--- config.mk ---
export PLATFORM = sky130hd
export DESIGN_NAME = uart_wb_master
export DESIGN_NICKNAME = d
export VERILOG_FILES = /design/src/rtl/uart_wb_master.sv
export SDC_FILE = /design/constraint.sdc
export NUM_CORES = 1
export LEC_CHECK = 0
export ABC_AREA = 1
export BUFFER_PORTS_ARGS = -buffer_cell sky130_fd_sc_hd__buf_2
export CORE_MARGIN = 2
export CORE_UTILIZATION = 25
export DETAILED_ROUTE_END_ITERATION = 12
export PLACE_DENSITY = 0.44
export SYNTH_ARGS = -nofsm -noshare
export SYNTH_HDL_FRONTEND = slang
export SYNTH_SLANG_ARGS = --single-unit
--- constraint.sdc ---
create_clock -name clk -period 5.21 [get_ports clk]
set_input_delay 1.042 -clock clk [delete_from_list [all_inputs] [get_ports clk]]
set_output_delay 1.042 -clock clk [all_outputs]
set_load 0.005 [all_outputs]
--- src/rtl/uart_wb_master.sv ---
// Serial-to-Wishbone debug bridge: parses 'W'/'R' byte commands from the UART,
// runs one 32-bit Wishbone master cycle, and replies 'K' (+read data) or 'E'.

module uart #(
   parameter int unsigned clk_freq = 100000000,
   parameter int unsigned baud     = 115200
) (
   input  logic       clk,
   input  logic       reset,
   input  logic       rxd,
   output logic       txd,
   output logic [7:0] rx_data,
   output logic       rx_avail,
   output logic       rx_error,
   input  logic       rx_ack,
   input  logic [7:0] tx_data,
   input  logic       tx_wr,
   output logic       tx_busy
);
   localparam int unsigned DIV = clk_freq / baud;
   localparam int unsigned CW  = $clog2(DIV + 1);
   localparam logic [CW-1:0] FULL = CW'(DIV - 1);
   localparam logic [CW-1:0] HALF = CW'(DIV / 2 - 1);

   logic [2:0]    rx_sync_q, rx_sync_d;
   logic          rx_busy_q, rx_busy_d, rx_avail_q, rx_avail_d, rx_error_q, rx_error_d;
   logic [CW-1:0] rx_cnt_q, rx_cnt_d, tx_cnt_q, tx_cnt_d;
   logic [3:0]    rx_bit_q, rx_bit_d, tx_bit_q, tx_bit_d;
   logic [7:0]    rx_sh_q, rx_sh_d, rx_data_q, rx_data_d;
   logic          tx_busy_q, tx_busy_d, txd_q, txd_d;
   logic [9:0]    tx_sh_q, tx_sh_d;
   logic          rxs, rxp;

   assign rxs = rx_sync_q[1];
   assign rxp = rx_sync_q[2];

   always_comb begin
      rx_sync_d  = {rx_sync_q[1:0], rxd};
      rx_busy_d  = rx_busy_q;
      rx_cnt_d   = rx_cnt_q;
      rx_bit_d   = rx_bit_q;
      rx_sh_d    = rx_sh_q;
      rx_data_d  = rx_data_q;
      rx_avail_d = rx_avail_q;
      rx_error_d = rx_error_q;
      if (rx_ack) rx_avail_d = 1'b0;
      // Start only on a falling edge so a low line after a framing error is not re-read.
      if (!rx_busy_q) begin
         if (rxp && !rxs) begin
            rx_busy_d = 1'b1;
            rx_cnt_d  = HALF;
            rx_bit_d  = 4'd0;
         end
      end else if (rx_cnt_q != '0) begin
         rx_cnt_d = rx_cnt_q - 1'b1;
      end else begin
         rx_cnt_d = FULL;
         if (rx_bit_q == 4'd0) begin
            if (rxs) rx_busy_d = 1'b0;
            else     rx_bit_d  = 4'd1;
         end else if (rx_bit_q == 4'd9) begin
            rx_busy_d  = 1'b0;
            rx_data_d  = rx_sh_q;
            rx_avail_d = 1'b1;
            rx_error_d = !rxs;
         end else begin
            rx_sh_d  = {rxs, rx_sh_q[7:1]};
            rx_bit_d = rx_bit_q + 4'd1;
         end
      end
   end

   always_comb begin
      tx_busy_d = tx_busy_q;
      tx_cnt_d  = tx_cnt_q;
      tx_bit_d  = tx_bit_q;
      tx_sh_d   = tx_sh_q;
      if (!tx_busy_q) begin
         if (tx_wr) begin
            tx_sh_d   = {1'b1, tx_data, 1'b0};
            tx_busy_d = 1'b1;
            tx_cnt_d  = FULL;
            tx_bit_d  = 4'd0;
         end
      end else if (tx_cnt_q != '0) begin
         tx_cnt_d = tx_cnt_q - 1'b1;
      end else begin
         tx_cnt_d = FULL;
         tx_sh_d  = {1'b1, tx_sh_q[9:1]};
         if (tx_bit_q == 4'd9) tx_busy_d = 1'b0;
         else                  tx_bit_d  = tx_bit_q + 4'd1;
      end
      txd_d = tx_busy_d ? tx_sh_d[0] : 1'b1;
   end

   always_ff @(posedge clk) begin
      if (reset) begin
         rx_sync_q  <= '1;
         rx_busy_q  <= 1'b0;
         rx_cnt_q   <= '0;
         rx_bit_q   <= '0;
         rx_sh_q    <= '0;
         rx_data_q  <= '0;
         rx_avail_q <= 1'b0;
         rx_error_q <= 1'b0;
         tx_busy_q  <= 1'b0;
         tx_cnt_q   <= '0;
         tx_bit_q   <= '0;
         tx_sh_q    <= '1;
         txd_q      <= 1'b1;
      end else begin
         rx_sync_q  <= rx_sync_d;
         rx_busy_q  <= rx_busy_d;
         rx_cnt_q   <= rx_cnt_d;
         rx_bit_q   <= rx_bit_d;
         rx_sh_q    <= rx_sh_d;
         rx_data_q  <= rx_data_d;
         rx_avail_q <= rx_avail_d;
         rx_error_q <= rx_error_d;
         tx_busy_q  <= tx_busy_d;
         tx_cnt_q   <= tx_cnt_d;
         tx_bit_q   <= tx_bit_d;
         tx_sh_q    <= tx_sh_d;
         txd_q      <= txd_d;
      end
   end

   assign txd      = txd_q;
   assign rx_data  = rx_data_q;
   assign rx_avail = rx_avail_q;
   assign rx_error = rx_error_q;
   assign tx_busy  = tx_busy_q;
endmodule

module uart_wb_master #(
   parameter int unsigned clk_freq = 100000000,
   parameter int unsigned baud     = 115200,
   parameter int unsigned timeout  = 1024
) (
   input  logic        clk,
   input  logic        reset,
   output logic        wb_cyc_o,
   output logic        wb_stb_o,
   output logic        wb_we_o,
   output logic [31:0] wb_adr_o,
   output logic [3:0]  wb_sel_o,
   output logic [31:0] wb_dat_o,
   input  logic [31:0] wb_dat_i,
   input  logic        wb_ack_i,
   input  logic        uart_rxd,
   output logic        uart_txd
);
   localparam int unsigned TW = (timeout > 2) ? $clog2(timeout) : 1;
   localparam logic [TW-1:0] TLAST = TW'(timeout - 1);

   typedef enum logic [2:0] {IDLE, ADDR, DATA, BUS, RESP} state_t;

   state_t        state_q, state_d;
   logic [1:0]    idx_q, idx_d;
   logic          we_q, we_d, err_q, err_d, hdr_q, hdr_d, cyc_q, cyc_d;
   logic          rx_ack_q, rx_ack_d, tx_wr_q, tx_wr_d;
   logic [31:0]   adr_q, adr_d, dat_q, dat_d, rdat_q, rdat_d;
   logic [7:0]    tx_data_q, tx_data_d;
   logic [TW-1:0] cnt_q, cnt_d;
   logic [7:0]    rx_data;
   logic          rx_avail, rx_error, tx_busy, take;

   uart #(.clk_freq(clk_freq), .baud(baud)) u_uart (
      .clk(clk), .reset(reset), .rxd(uart_rxd), .txd(uart_txd),
      .rx_data(rx_data), .rx_avail(rx_avail), .rx_error(rx_error), .rx_ack(rx_ack_q),
      .tx_data(tx_data_q), .tx_wr(tx_wr_q), .tx_busy(tx_busy)
   );

   always_comb begin
      state_d   = state_q;
      idx_d     = idx_q;
      we_d      = we_q;
      err_d     = err_q;
      hdr_d     = hdr_q;
      cyc_d     = cyc_q;
      adr_d     = adr_q;
      dat_d     = dat_q;
      rdat_d    = rdat_q;
      tx_data_d = tx_data_q;
      cnt_d     = cnt_q;
      rx_ack_d  = 1'b0;
      tx_wr_d   = 1'b0;
      // rx_ack is registered, so rx_avail is still high the cycle after a take.
      take      = rx_avail && !rx_ack_q;
      case (state_q)
         IDLE: if (take) begin
            rx_ack_d = 1'b1;
            idx_d    = 2'd0;
            if (!rx_error && (rx_data == 8'h57 || rx_data == 8'h52)) begin
               we_d    = (rx_data == 8'h57);
               state_d = ADDR;
            end
         end
         ADDR, DATA: if (take) begin
            rx_ack_d = 1'b1;
            if (rx_error) begin
               state_d = IDLE;
            end else begin
               if (state_q == ADDR) adr_d = {adr_q[23:0], rx_data};
               else                 dat_d = {dat_q[23:0], rx_data};
               idx_d = idx_q + 2'd1;
               if (idx_q == 2'd3) begin
                  if (state_q == ADDR && we_q) begin
                     state_d = DATA;
                  end else begin
                     state_d = BUS;
                     cyc_d   = 1'b1;
                     cnt_d   = '0;
                  end
               end
            end
         end
         BUS: begin
            if (wb_ack_i || cnt_q == TLAST) begin
               if (wb_ack_i) rdat_d = wb_dat_i;
               err_d   = !wb_ack_i;
               cyc_d   = 1'b0;
               hdr_d   = 1'b1;
               idx_d   = 2'd0;
               state_d = RESP;
            end else begin
               cnt_d = cnt_q + 1'b1;
            end
         end
         RESP: if (!tx_busy && !tx_wr_q) begin
            tx_wr_d = 1'b1;
            if (hdr_q) begin
               hdr_d     = 1'b0;
               tx_data_d = err_q ? 8'h45 : 8'h4B;
               if (err_q || we_q) state_d = IDLE;
            end else begin
               tx_data_d = rdat_q[31:24];
               rdat_d    = {rdat_q[23:0], 8'h00};
               idx_d     = idx_q + 2'd1;
               if (idx_q == 2'd3) state_d = IDLE;
            end
         end
         default: state_d = IDLE;
      endcase
   end

   always_ff @(posedge clk) begin
      if (reset) begin
         state_q   <= IDLE;
         idx_q     <= '0;
         we_q      <= 1'b0;
         err_q     <= 1'b0;
         hdr_q     <= 1'b0;
         cyc_q     <= 1'b0;
         adr_q     <= '0;
         dat_q     <= '0;
         rdat_q    <= '0;
         tx_data_q <= '0;
         cnt_q     <= '0;
         rx_ack_q  <= 1'b0;
         tx_wr_q   <= 1'b0;
      end else begin
         state_q   <= state_d;
         idx_q     <= idx_d;
         we_q      <= we_d;
         err_q     <= err_d;
         hdr_q     <= hdr_d;
         cyc_q     <= cyc_d;
         adr_q     <= adr_d;
         dat_q     <= dat_d;
         rdat_q    <= rdat_d;
         tx_data_q <= tx_data_d;
         cnt_q     <= cnt_d;
         rx_ack_q  <= rx_ack_d;
         tx_wr_q   <= tx_wr_d;
      end
   end

   assign wb_cyc_o = cyc_q;
   assign wb_stb_o = cyc_q;
   assign wb_we_o  = we_q;
   assign wb_adr_o = adr_q;
   assign wb_dat_o = dat_q;
   assign wb_sel_o = 4'hF;
endmodule

-- After elaboration in Yosys (flattened, before gate mapping)
Index checks and enable logic that the tools add are counted.
- register bits: 187
- latch bits: 0
- memory bits (writable): 0
- memory bits (read-only): 0
- bits of input ports: 36
- output and inout port bits: 72
- logic and storage cells: 191
- memories kept: 0
- add/subtract/negate cells: 6
- multipliers: 0
- div/mod/pow operators: 0
- order comparisons: 0
- equal/unequal tests: 29
- shifts and indexed selects: 0
- multiplexer cells: 77
- bitwise logic cells: 8
- reductions and logical operators: 44
- operator list (operator ; count):
    $mux W10 ; 14
    $mux W32 ; 4
    $pmux W32 S2 ; 1
    $mux W4 ; 11
    $mux W3 ; 10
    $ne A2 B2 Y1 const B ; 14
    $mux W1 ; 25
    $pmux W10 S2 ; 1
    $reduce_and A4 Y1 ; 5
    $reduce_bool A10 Y1 ; 2
    $sub A10 B1 Y10 const B ; 2
    $eq A8 B7 Y1 const B ; 2
    $mux W2 ; 6
    $ne A3 B3 Y1 const B ; 4
    $pmux W3 S4 ; 1
    $reduce_and A6 Y1 ; 2
    $add A10 B1 Y10 const B ; 1
    $eq A10 B10 Y1 const B ; 1
    $reduce_and A3 Y1 ; 3
    $add A4 B1 Y4 const B ; 2
    $eq A4 B4 Y1 const B ; 2
    $mux W8 ; 1
    $not A1 Y1 ; 8
    $pmux W2 S4 ; 1
    20 further kinds ; 41

-- Logic depth before layout (Yosys ltp)
Gate-level depths: netlist of run 1.
- depth in word-level cells: 7
- gate-level depth with buffers: 12
- mapped depth without buffers: 12

-- By module
A second synthesis of run 1 with hierarchy kept.
- cells, all modules: 1084
- area total of the unflattened synthesis: 7958.9 µm²
- by module, submodules not included (module ; times used ; cells an instance ; area each (µm²) ; seq. area each (µm²)):
    uart_wb_master ; 1 ; 690 ; 5108.6 ; 2502.4
    uart ; 1 ; 394 ; 2850.2 ; 1241.2

-- Worst setup path before layout of run 1
Ideal clock, no wire load.
- kind: input port to flip-flop
- from: input reset
- to: register rdat_q[29]
- setup time: 0.074 ns
- data arrival time: 1.795 ns
- required time: 5.136 ns
- slack: 3.341 ns
- stages on the path: 5
- path buffers: 2
- cells stage by stage: inv_1 > clkbuf_1 > clkbuf_1 > o21ai_0 > a31oi_1
- RTL lines (item ; line ; RTL):
    start: declaration ; 141 ; input logic reset,
    end signal: assignment ; 271 ; rdat_q <= rdat_d;
    end: declaration ; 162 ; logic [31:0] adr_q, adr_d, dat_q, dat_d, rdat_q, rdat_d;

-- Worst setup path after layout of run 1
- from: register state_q[0]
- to: register tx_data_q[7]
- longest elaborated chain between the ends: 2
- ends and longest elaborated chain (item ; line ; RTL):
    start: declaration ; 158 ; state_t state_q, state_d;
    start signal: assignment ; 263 ; state_q <= state_d;
    $eq A3 B3 Y1 ; 190 ; case (state_q)
    $reduce_and A2 Y1 (no line) ; -- ;
    end signal: assignment ; 272 ; tx_data_q <= tx_data_d;
    end: declaration ; 163 ; logic [7:0] tx_data_q, tx_data_d;
No other way between the ends.
A chain may end at the register's enable or synchronous reset.

==> results of run 1 <==
metrics by stage:
step	instances	total power [mW]	cell area, um^2
after detailed placement	1517	1.621	8791
after floorplan	1061	1.583	8019
after global placement	1517	1.622	8791
after global routing	1548	3.080	9402
final	1548	2.960	9402
after CTS	1548	3.014	9402
synthesized netlist by cell type, types with 7 or more instances:
cell and n:
dfxtp_1 187, nand2_1 166, nor2_1 126, o21ai_0 124, inv_1 116, a21oi_1 94, nand3_1 33, a31oi_1 30
clkbuf_1 25, nor3_1 13, buf_2 12, ha_1 10, nand3_2 10, nand4_1 10, a211oi_1 9, o221ai_1 8
buf_4 7, nand2_2 7, xor2_1 7
report_power, final:
group | internal (mW) | total, mW | switching [mW]
sequential | 1.44 | 1.45 | 0.0103
clock | 0.767 | 1.37 | 0.607
combinational | 0.0468 | 0.138 | 0.0909
worst max-delay path, cell delays in order, from the launching register on:
cell and delay, ps:
dfxtp_1 370, inv_2 80, nand2_2 80, nor2_4 580, inv_1 700, nor2_1 580
inv_1 200, nand2_1 100, a21oi_1 60
layout make-up:
cell class | instances | area, um^2 | area share
multi-input combinational | 694 | 3508 | 0.3732
timing repair buffer | 109 | 560.5 | 0.05962
sequential | 187 | 3744 | 0.3982
clock inverter | 14 | 185.2 | 0.01970
tap | 402 | 503.0 | 0.05350
inverter | 125 | 475.5 | 0.05057
clock buffer | 17 | 425.4 | 0.04525
flip-flops by register name, indices dropped and copies added, names as in the netlist, 2 cells and up:
| register | count |
|---|---|
| u_uart.tx_bit_q | 4 |
| wb_dat_o | 32 |
| rdat_q | 32 |
| u_uart.tx_cnt_q | 10 |
| state_q | 3 |
| u_uart.rx_data | 8 |
| idx_q | 2 |
| tx_data_q | 8 |
| u_uart.rx_cnt_q | 10 |
| cnt_q | 10 |
| u_uart.tx_sh_q | 10 |
| wb_adr_o | 32 |
| u_uart.rx_sync_q | 3 |
| u_uart.rx_sh_q | 8 |
| u_uart.rx_bit_q | 4 |
how the worst min path moves through the flow:
stage | start | endpoint | slack [ps] | cells after the start
after global routing | u_uart.rx_sync_q[0] | u_uart.rx_sync_q[1] | 450 | 1
after global placement | u_uart.rx_sync_q[0] | u_uart.rx_sync_q[1] | 400 | 1
after floorplan | u_uart.rx_sync_q[0] | u_uart.rx_sync_q[1] | 390 | 1
final | u_uart.rx_sync_q[0] | u_uart.rx_sync_q[1] | 420 | 1
after CTS | u_uart.rx_sync_q[0] | u_uart.rx_sync_q[1] | 420 | 1
after detailed placement | u_uart.rx_sync_q[0] | u_uart.rx_sync_q[1] | 400 | 1
cell families after synthesis:
kind of cell | Yosys count | synth area share
other | 1 | 0.0004683
AO/OA/AOI/OAI | 286 | 0.1986
buffers and inverters | 180 | 0.09578
AND/OR/NAND/NOR | 386 | 0.2133
adder cells (fa/ha/maj) | 10 | 0.01563
flip-flops | 187 | 0.4675
XOR/XNOR | 8 | 0.008750
routing by layer:
metal / track usage / share of wire / vias up
met1: 0.1688 / 0.55 / 3043
met4: 0.04256 / 0.0077 / 0
met3: 0.02661 / 0.036 / 10
li1: - / - / 3636
met2: 0.1697 / 0.41 / 124
met5: 0 / 0 / -
==> impl_results.md, run 1 <==
- Vias per cell: 4.401
- Worst voltage drop across the vdd grid: about 0.23 mV
- Ports placed on the boundary: 108
- Total number of yosys warnings: 0
- Worst Setup Start Kind: flip-flop
- Number of placement rows: 65
- Unrepaired setup endpoints after global routing: no
- Chip Width: between 150 and 200 um
- Post-Place Setup Slack: 2265 ps
- Synth Cell Area: 8008 um^2
- Static leakage: ~4 nW
- Post-route clock skew: ~16 ps
- WL per Instance: 12.51 um
- Relative slew slack: 0.2934
- Clock Sinks: 187
- Count of endpoints failing setup in the final report: 0
- Maximum buffer depth of the clock tree: 2
- Hold/Removal Path Class: reg -> reg
- R2R depth: 8
- Transition at the pin with the smallest max-transition slack: between 1000 and 1500 ps
- Max-Cap Viols: 0
- Placed wire-length estimate: roughly 13 mm
- Achievable Freq: 344.2 MHz
- Antenna Violating Nets Remaining: 0
- Die boundary height: 183.0 um
- Clock latency of the later-clocked register in the worst-skew pair: 440 ps
- Util after Layout: 0.2979
- Total routing resource utilization after global routing: 0.1171
- Number of vias after detailed routing: 6813
- Routability Congestion: 0.7818
- CP max FO: 33
- PD cells: approximately 310 nW/um^2
- #FFs+latches synth: around 190
- Number of filler instances in the final layout: 3500
- Number of port buffers: 103
- CTS H-tree lvls: 4
- Post-synthesis sequential area ratio: 0.4675
- TNS Setup: 0 ps
- Per-instance average area after synthesis: ~7.6 um^2
- Total congestion overflow: 0
- Final routed DRC violation total: 0
- Starting Density: 0.2538
- Area added between synthesis and finish: 17.41%
- Post-route fraction of the period consumed by the critical path: 0.5576
- CTS tree: built
- Synth Flop Type: dfxtp_1
- Initial DRC count: 381
- Count of unique library cells instantiated by Yosys: 45
- Standard cell core area: 31560 um^2
- Dominant cells by area after synthesis: dfxtp_1, nand2_1, o21ai_0, nor2_1, a21oi_1
- Vias in the first global route: ~6400
- Final antenna diode count: 0
- Number of standard cells after synthesis: 1058
- Final count of hold timing violations: 0
- Pre-antenna DRT Iters: 4
- Share of flip-flops with an asynchronous set or reset: 0
- Start of the worst register-to-register path: state_q[0]
- Flop2flop setup slack: 2300 ps
- Cts repair resizes: 0
- Kind of end point of the critical path: flip-flop
- Register clock-pin slew on the reported worst setup and hold paths: around 70 ps
- Cell at the root of the clock tree: clkbuf_16
- Final min period: 2905 ps
- Outcome: completed
- Num CTS Buffers: 17
- Arrival time worst endpoint: 3190 ps
- Startpoint-to-endpoint class of the critical path: reg -> reg
- Capture instance of the worst register-to-register path: tx_data_q[7]
- Worst setup path endpoint: tx_data_q[7]
- Required time of the critical path: approximately 5500 ps
- Commonest non-fill, non-tap cells in the layout: dfxtp_1, nand2_1, nor2_1
- Number of nets in the finished design: about 1200
- Post-CTS repair timing setup buffer count: 0
- Total Routed Length: 19.36 mm
- Number of pins exceeding their max-slew limit in the final report: 0
- Pin count of the biggest net entering global routing: 80
- Die Area: 33480 um^2
- Commonest non-fill, non-tap cell in the layout: dfxtp_1
- Startpoint of the worst setup timing path: state_q[0]
- Most area-hungry cell type in the Yosys netlist: dfxtp_1
- Share of the synthesized area in the top cell type: 0.4675
- Hold Buf Count CTS: 0
- Number of antenna violations at the first check in global routing: 0
- Hold_ws: 418.3 ps
- EDFF count, synth: 0
- Fraction of layout instances using a drive strength above 1: 0.1658
- Setup slack of the critical path after layout: 2305 ps
- First-pass GRT wire length: around 32 mm
No activity file was read; power rests on OpenSTA's default activity.
==> inputs of run 2 (changes only) <==
Settings changed: PLACE_DENSITY 0.44 to 0.46.
Clock period 5.21 ns to 2.45 ns, I/O delays scaled along.
==> impl_results.md, run 2 (synthesis gave the netlist of run 1 again) <==
- Setup slack of the critical path after layout: 312.1 ps (-1993 ps)
- Hold Buf Count CTS: 0 (unchanged)
- Transition at the pin with the smallest max-transition slack: 731.2 ps (-327.6 ps)
- Number of vias after detailed routing: 6881 (+1.0%)
- Total congestion overflow: 0 (unchanged)
- Vias per cell: 4.422 (+0.48%)
- Required time of the critical path: 2790 ps (-2710 ps)
- Achievable Freq: 467.8 MHz (+36%)
- Final antenna diode count: 0 (unchanged)
- Final routed DRC violation total: 0 (unchanged)
- Die Area: 33480 um^2 (unchanged)
- Relative slew slack: 0.5120 (+0.2187)
- Number of antenna violations at the first check in global routing: 3 (+3)
- Pin count of the biggest net entering global routing: 64 (-20%)
- Num CTS Buffers: 17 (unchanged)
- Final count of hold timing violations: 0 (unchanged)
- Number of nets in the finished design: 1187 (+0.59%)
- Cts repair resizes: 0 (unchanged)
- Placed wire-length estimate: 12.92 mm (about the same)
- Vias in the first global route: 6291 (-2.2%)
- Commonest non-fill, non-tap cells in the layout: dfxtp_1, nand2_1, nor2_1
- Initial DRC count: 408 (+7.1%)
- Area added between synthesis and finish: 18.98%
- Starting Density: 0.2538 (unchanged)
- Clock latency of the later-clocked register in the worst-skew pair: 440 ps (about the same)
- TNS Setup: 0 ps (unchanged)
- Total power of the final layout: 6.418 mW (+120%)
- Commonest non-fill, non-tap cell in the layout: dfxtp_1
- Count of endpoints failing setup in the final report: 0 (unchanged)
- First-pass GRT wire length: 31.44 mm (-2.1%)
- Outcome: completed
- CTS tree: built
- Fraction of layout instances using a drive strength above 1: 0.1707 (+0.004917)
- Arrival time worst endpoint: 2470 ps (-720 ps)
- Worst voltage drop across the vdd grid: 0.5210 mV (+130%)
- Number of placement rows: 65 (unchanged)
- Static leakage: 4.137 nW (+1.9%)
- Total routing resource utilization after global routing: 0.1147 (-0.002362)
- Total Routed Length: 19.01 mm (-1.8%)
- Post-CTS repair timing setup buffer count: 0 (unchanged)
- PD cells: 673.6 nW/um^2 (+110%)
- Register clock-pin slew on the reported worst setup and hold paths: 70 ps (about the same)
- CTS H-tree lvls: 4 (unchanged)
- Antenna Violating Nets Remaining: 0 (unchanged)
- Number of port buffers: 103 (unchanged)
- Util after Layout: 0.3019 (+0.004005)
- Maximum buffer depth of the clock tree: 2 (unchanged)
- Chip Width: 183.0 um (unchanged)
- Post-Place Setup Slack: 325.5 ps (-1939 ps)
- Pre-antenna DRT Iters: 4 (unchanged)
- Die boundary height: 183.0 um (unchanged)
- Post-route clock skew: 12.00 ps (-3.925 ps)
- Startpoint-to-endpoint class of the critical path: reg -> reg
- Routability Congestion: 0.7474 (-4.4%)
- Worst Setup Start Kind: flip-flop
- Standard cell core area: 31560 um^2 (unchanged)
- Final min period: 2138 ps (-767.2 ps)
- Cell at the root of the clock tree: clkbuf_16
- Ports placed on the boundary: 108 (unchanged)
- Kind of end point of the critical path: flip-flop
- Post-route fraction of the period consumed by the critical path: 0.8726 (+0.3150)
- Hold/Removal Path Class: in -> reg
- Number of pins exceeding their max-slew limit in the final report: 0 (unchanged)
- Clock Sinks: 187 (unchanged)
- WL per Instance: 12.21 um (-2.3%)
- CP max FO: 12 (-64%)
- Unrepaired setup endpoints after global routing: no
- Max-Cap Viols: 0 (unchanged)
## run 2: cell count changes in the layout (fill, tap and decap cells not counted), sizes merged
| cell | delta |
|---|---|
| clkinvlp | -3 |
| clkbuf | +4 |
| inv | -2 |
| buf | +7 |
| clkinv | +1 |
| bufinv | +1 |
## run 2: layout make-up
class                           instances  area [um^2]
Fill cell                            3446        22030
Sequential cell                       187         3744
Multi-Input combinational cell        694         3508
Timing Repair Buffer                  116        650.6
Tap cell                              402        503.0
Inverter                              125        475.5
Clock buffer                           21        470.5
Clock inverter                         11        176.4
## run 2: worst paths after layout
check | from | endpoint | slack, ps | cells past startpoint
setup / recovery | state_q[2] | cnt_q[9] | 310 | 8
hold / removal | uart_rxd | u_uart.rx_sync_q[0] | 260 | 2
setup reg to reg | state_q[2] | cnt_q[9] | 310 | 8
hold reg to reg | u_uart.rx_sync_q[0] | u_uart.rx_sync_q[1] | 410 | 1
## run 2: layer usage
layer | global-route usage | part of all wire | vias up | wire length, um
met1 | 0.1658 | 0.53 | 3084 | 10130
met5 | 0 | 0.0018 | - | 34
li1 | - | - | 3634 | -
met3 | 0.03018 | 0.048 | 19 | 913
met4 | 0.03744 | 0.012 | 6 | 237
met2 | 0.1645 | 0.40 | 138 | 7690
## run 2: report_power, final
group          switching [mW]  total [mW]  internal (mW)
registers              0.0186        3.08           3.06
clock network            1.23        3.04           1.81
logic                   0.195       0.300          0.105
## run 2: stage by stage
step	hold slack (ps)	instances	instance area [um^2]
after floorplan	389.5	1061	8019
after global placement	394.5	1524	8881
after detailed placement	396.4	1524	8881
after CTS	240.7	1556	9528
after global routing	245.6	1556	9528
final	259.6	1556	9528
## run 2: critical path, stage by stage (launching register included)
cell     delay (ps)
dfxtp_1         340
inv_2           160
nand3_2         310
inv_1           270
nand2_1         170
nand2_1         370
inv_2           170
o21ai_0         190
nor2_1           60
==> inputs of run 3 (changes only) <==
Clock period 2.45 ns to 1.7 ns, I/O delays scaled along.
==> impl_results.md, run 3 (synthesis gave the netlist of run 1 again) <==
- Hold Buf Count CTS: 0 (unchanged)
- Transition at the pin with the smallest max-transition slack: 532.1 ps (-199.1 ps)
- Cell family contributing the most delay on the critical path: buffers and inverters
- Num CTS Buffers: 17 (unchanged)
- Post-route fraction of the period consumed by the critical path: 0.9355 (+0.06293)
- Startpoint-to-endpoint class of the critical path: reg -> reg
- Kind of end point of the critical path: flip-flop
- WL per Instance: 12.76 um (+4.5%)
- Number of gates on the worst path with buffers counted: 9 (+1)
- Static leakage: 4.384 nW (+6.0%)
- Post-route design area: 10030 um^2 (+5.2%)
- Setup slack of the critical path after layout: 109.6 ps (-202.5 ps)
- Number of antenna violations at the first check in global routing: 1 (-2)
- Clock latency of the later-clocked register in the worst-skew pair: 440 ps (about the same)
- Final count of hold timing violations: 0 (unchanged)
- Total Routed Length: 20.38 mm (+7.2%)
- First-pass GRT wire length: 33.53 mm (+6.7%)
- Worst path slowest cell: dfxtp_4
- Multi-input gate area in the final layout: 3576 um^2 (+1.9%)
- TNS Setup: 0 ps (unchanged)
- Start of the worst register-to-register path: state_q[1]
- Required time of the critical path: 2070 ps (-720 ps)
- Hold Crit Start: uart_rxd
- Count of endpoints failing setup in the final report: 0 (unchanged)
- Post-Place Setup Slack: 8.181 ps (-317.3 ps)
- Instance area at placement: 9179 um^2 (+3.4%)
- Area added between synthesis and finish: 25.20%
- Initial DRC count: 407 (-0.25%)
- CP max FO: 28 (+16)
- Uppermost metal layer occupied by signal nets: met5
- Worst Setup Start Kind: flip-flop
- Die Area: 33480 um^2 (unchanged)
- Unrepaired setup endpoints after global routing: yes
- Number of pins exceeding their max-slew limit in the final report: 0 (unchanged)
- Pre-antenna DRT Iters: 4 (unchanged)
- Total congestion overflow: 0 (unchanged)
- Achievable Freq: 628.8 MHz (+34%)
- Total routing resource utilization after global routing: 0.1209 (+0.006206)
- Max-Cap Viols: 0 (unchanged)
- Startpoint of the worst setup timing path: state_q[1]
- Maximum buffer depth of the clock tree: 2 (unchanged)
- Number of placement rows: 65 (unchanged)
- Cell at the root of the clock tree: clkbuf_16
- Chip Width: 183.0 um (unchanged)
- Hold_ws: 100.9 ps (-158.7 ps)
- Standard cell core area: 31560 um^2 (unchanged)
- Number of vias after detailed routing: 7068 (+2.7%)
- CP Buf/Inv Count: 3 (unchanged)
- CTS tree: built
- Placed wire-length estimate: 13.63 mm (+5.5%)
- Peak per-stage delay on the critical path: 380 ps (about the same)
- Post-route clock skew: 15.74 ps (+3.741 ps)
- Hold/Removal Path Class: in -> reg
- Cell count after placement: 1557 (+2.2%)
- Final antenna diode count: 0 (unchanged)
- CTS H-tree lvls: 4 (unchanged)
- Worst voltage drop across the vdd grid: 0.6913 mV (+33%)
- Relative slew slack: 0.6440 (+0.1320)
- Commonest non-fill, non-tap cells in the layout: dfxtp_1, nand2_1, nor2_1
- Commonest non-fill, non-tap cell in the layout: dfxtp_1
- Die boundary height: 183.0 um (unchanged)
- Register clock-pin slew on the reported worst setup and hold paths: 80 ps (about the same)
- Outcome: completed
- Number of nets in the finished design: 1228 (+3.5%)
- CP Cell Sequence: inv_4 -> nand2_4 -> nor2_4 -> nand3_4 -> a21oi_4 -> buf_12 -> clkbuf_16 -> o21ai_0 -> a31oi_1
- Ports placed on the boundary: 108 (unchanged)
- Final min period: 1590 ps (-547.5 ps)
- Arrival time worst endpoint: 1960 ps (-510 ps)
- Clock Sinks: 187 (unchanged)
- Number of port buffers: 103 (unchanged)
- Amount of wire on met3 after detailed routing: 872 um (-4.5%)
- Vias in the first global route: 6692 (+6.4%)
- Routability Congestion: 0.7752 (+3.7%)
- R2R depth: 9 (+1)
- Number of filler instances in the final layout: 3439 (-0.20%)
- Final Non-Filler Cells: 1597 (+2.6%)
- Reg area: 3750 um^2 (+0.17%)
- Vias per cell: 4.426 (about the same)
- Pin count of the biggest net entering global routing: 65 (+1.6%)
- Fraction of layout instances using a drive strength above 1: 0.2100 (+0.03933)
- Antenna Violating Nets Remaining: 0 (unchanged)
- Final routed DRC violation total: 0 (unchanged)
- Met2 Routed Length: 8.723 mm (+13%)
- PD cells: 926.2 nW/um^2 (+37%)
- Sum of routed wire segments on met1: 10.57 mm (+4.3%)
- Worst Hold Path Cells: 2 (unchanged)
- Starting Density: 0.2538 (unchanged)
run 3: cell count changes in the layout (fill, tap and decap cells not counted), moves of 4 or more:
cell and change:
buf_12 +5, buf_4 +32, clkinv_8 +5, inv_12 +4, nand2_4 +4
run 3: what timing repair did:
item / 4_1_cts / 5_1_grt
setup endpoints to repair: 1 / 55
hold endpoints to repair: 0 / 0
resized for setup: 1 / 23
pin swaps: 0 / 8
buffers inserted: 0 / 4
cloned: 0 / 4
run 3: layout make-up:
class,instances,share of cell area
flip-flops and latches,187,0.3740
multi-input cells,695,0.3567
repair buffers,156,0.1063
well taps,402,0.05017
inverters,125,0.04767
clock buffers,17,0.04243
clock inverters,15,0.02271
run 3: stage by stage:
stage                       util  power [mW]
final                     0.3177       9.286
after global routing      0.3177       9.654
after CTS                 0.3117       9.423
after detailed placement  0.2909       5.023
after global placement    0.2909       5.024
after floorplan                -       4.852
run 3: worst reg2reg max path: stages, from the launching register on:
cell	delay [ps]
dfxtp_4	380
inv_4	70
nand2_4	60
nor2_4	170
nand3_4	100
a21oi_4	180
buf_12	140
clkbuf_16	210
o21ai_0	90
a31oi_1	130
run 3: routing by layer:
metal	up-vias	global-route usage
met4	2	0.03264
met2	119	0.1850
li1	3742	-
met5	-	0
met1	3187	0.1709
met3	18	0.02720
run 3: report_power, final:
group / total, mW / switching, mW / internal [mW]
logic: 0.492 / 0.300 / 0.192
clock network: 4.36 / 2.16 / 2.20
registers: 4.43 / 0.0289 / 4.40
run 3: path summary, 6_finish.rpt:
path	end	slack, ps
worst max-delay path	rdat_q[23]	110
worst min-delay path	u_uart.rx_sync_q[0]	100
worst max register to register	rdat_q[23]	110
worst min register to register	u_uart.rx_sync_q[1]	410
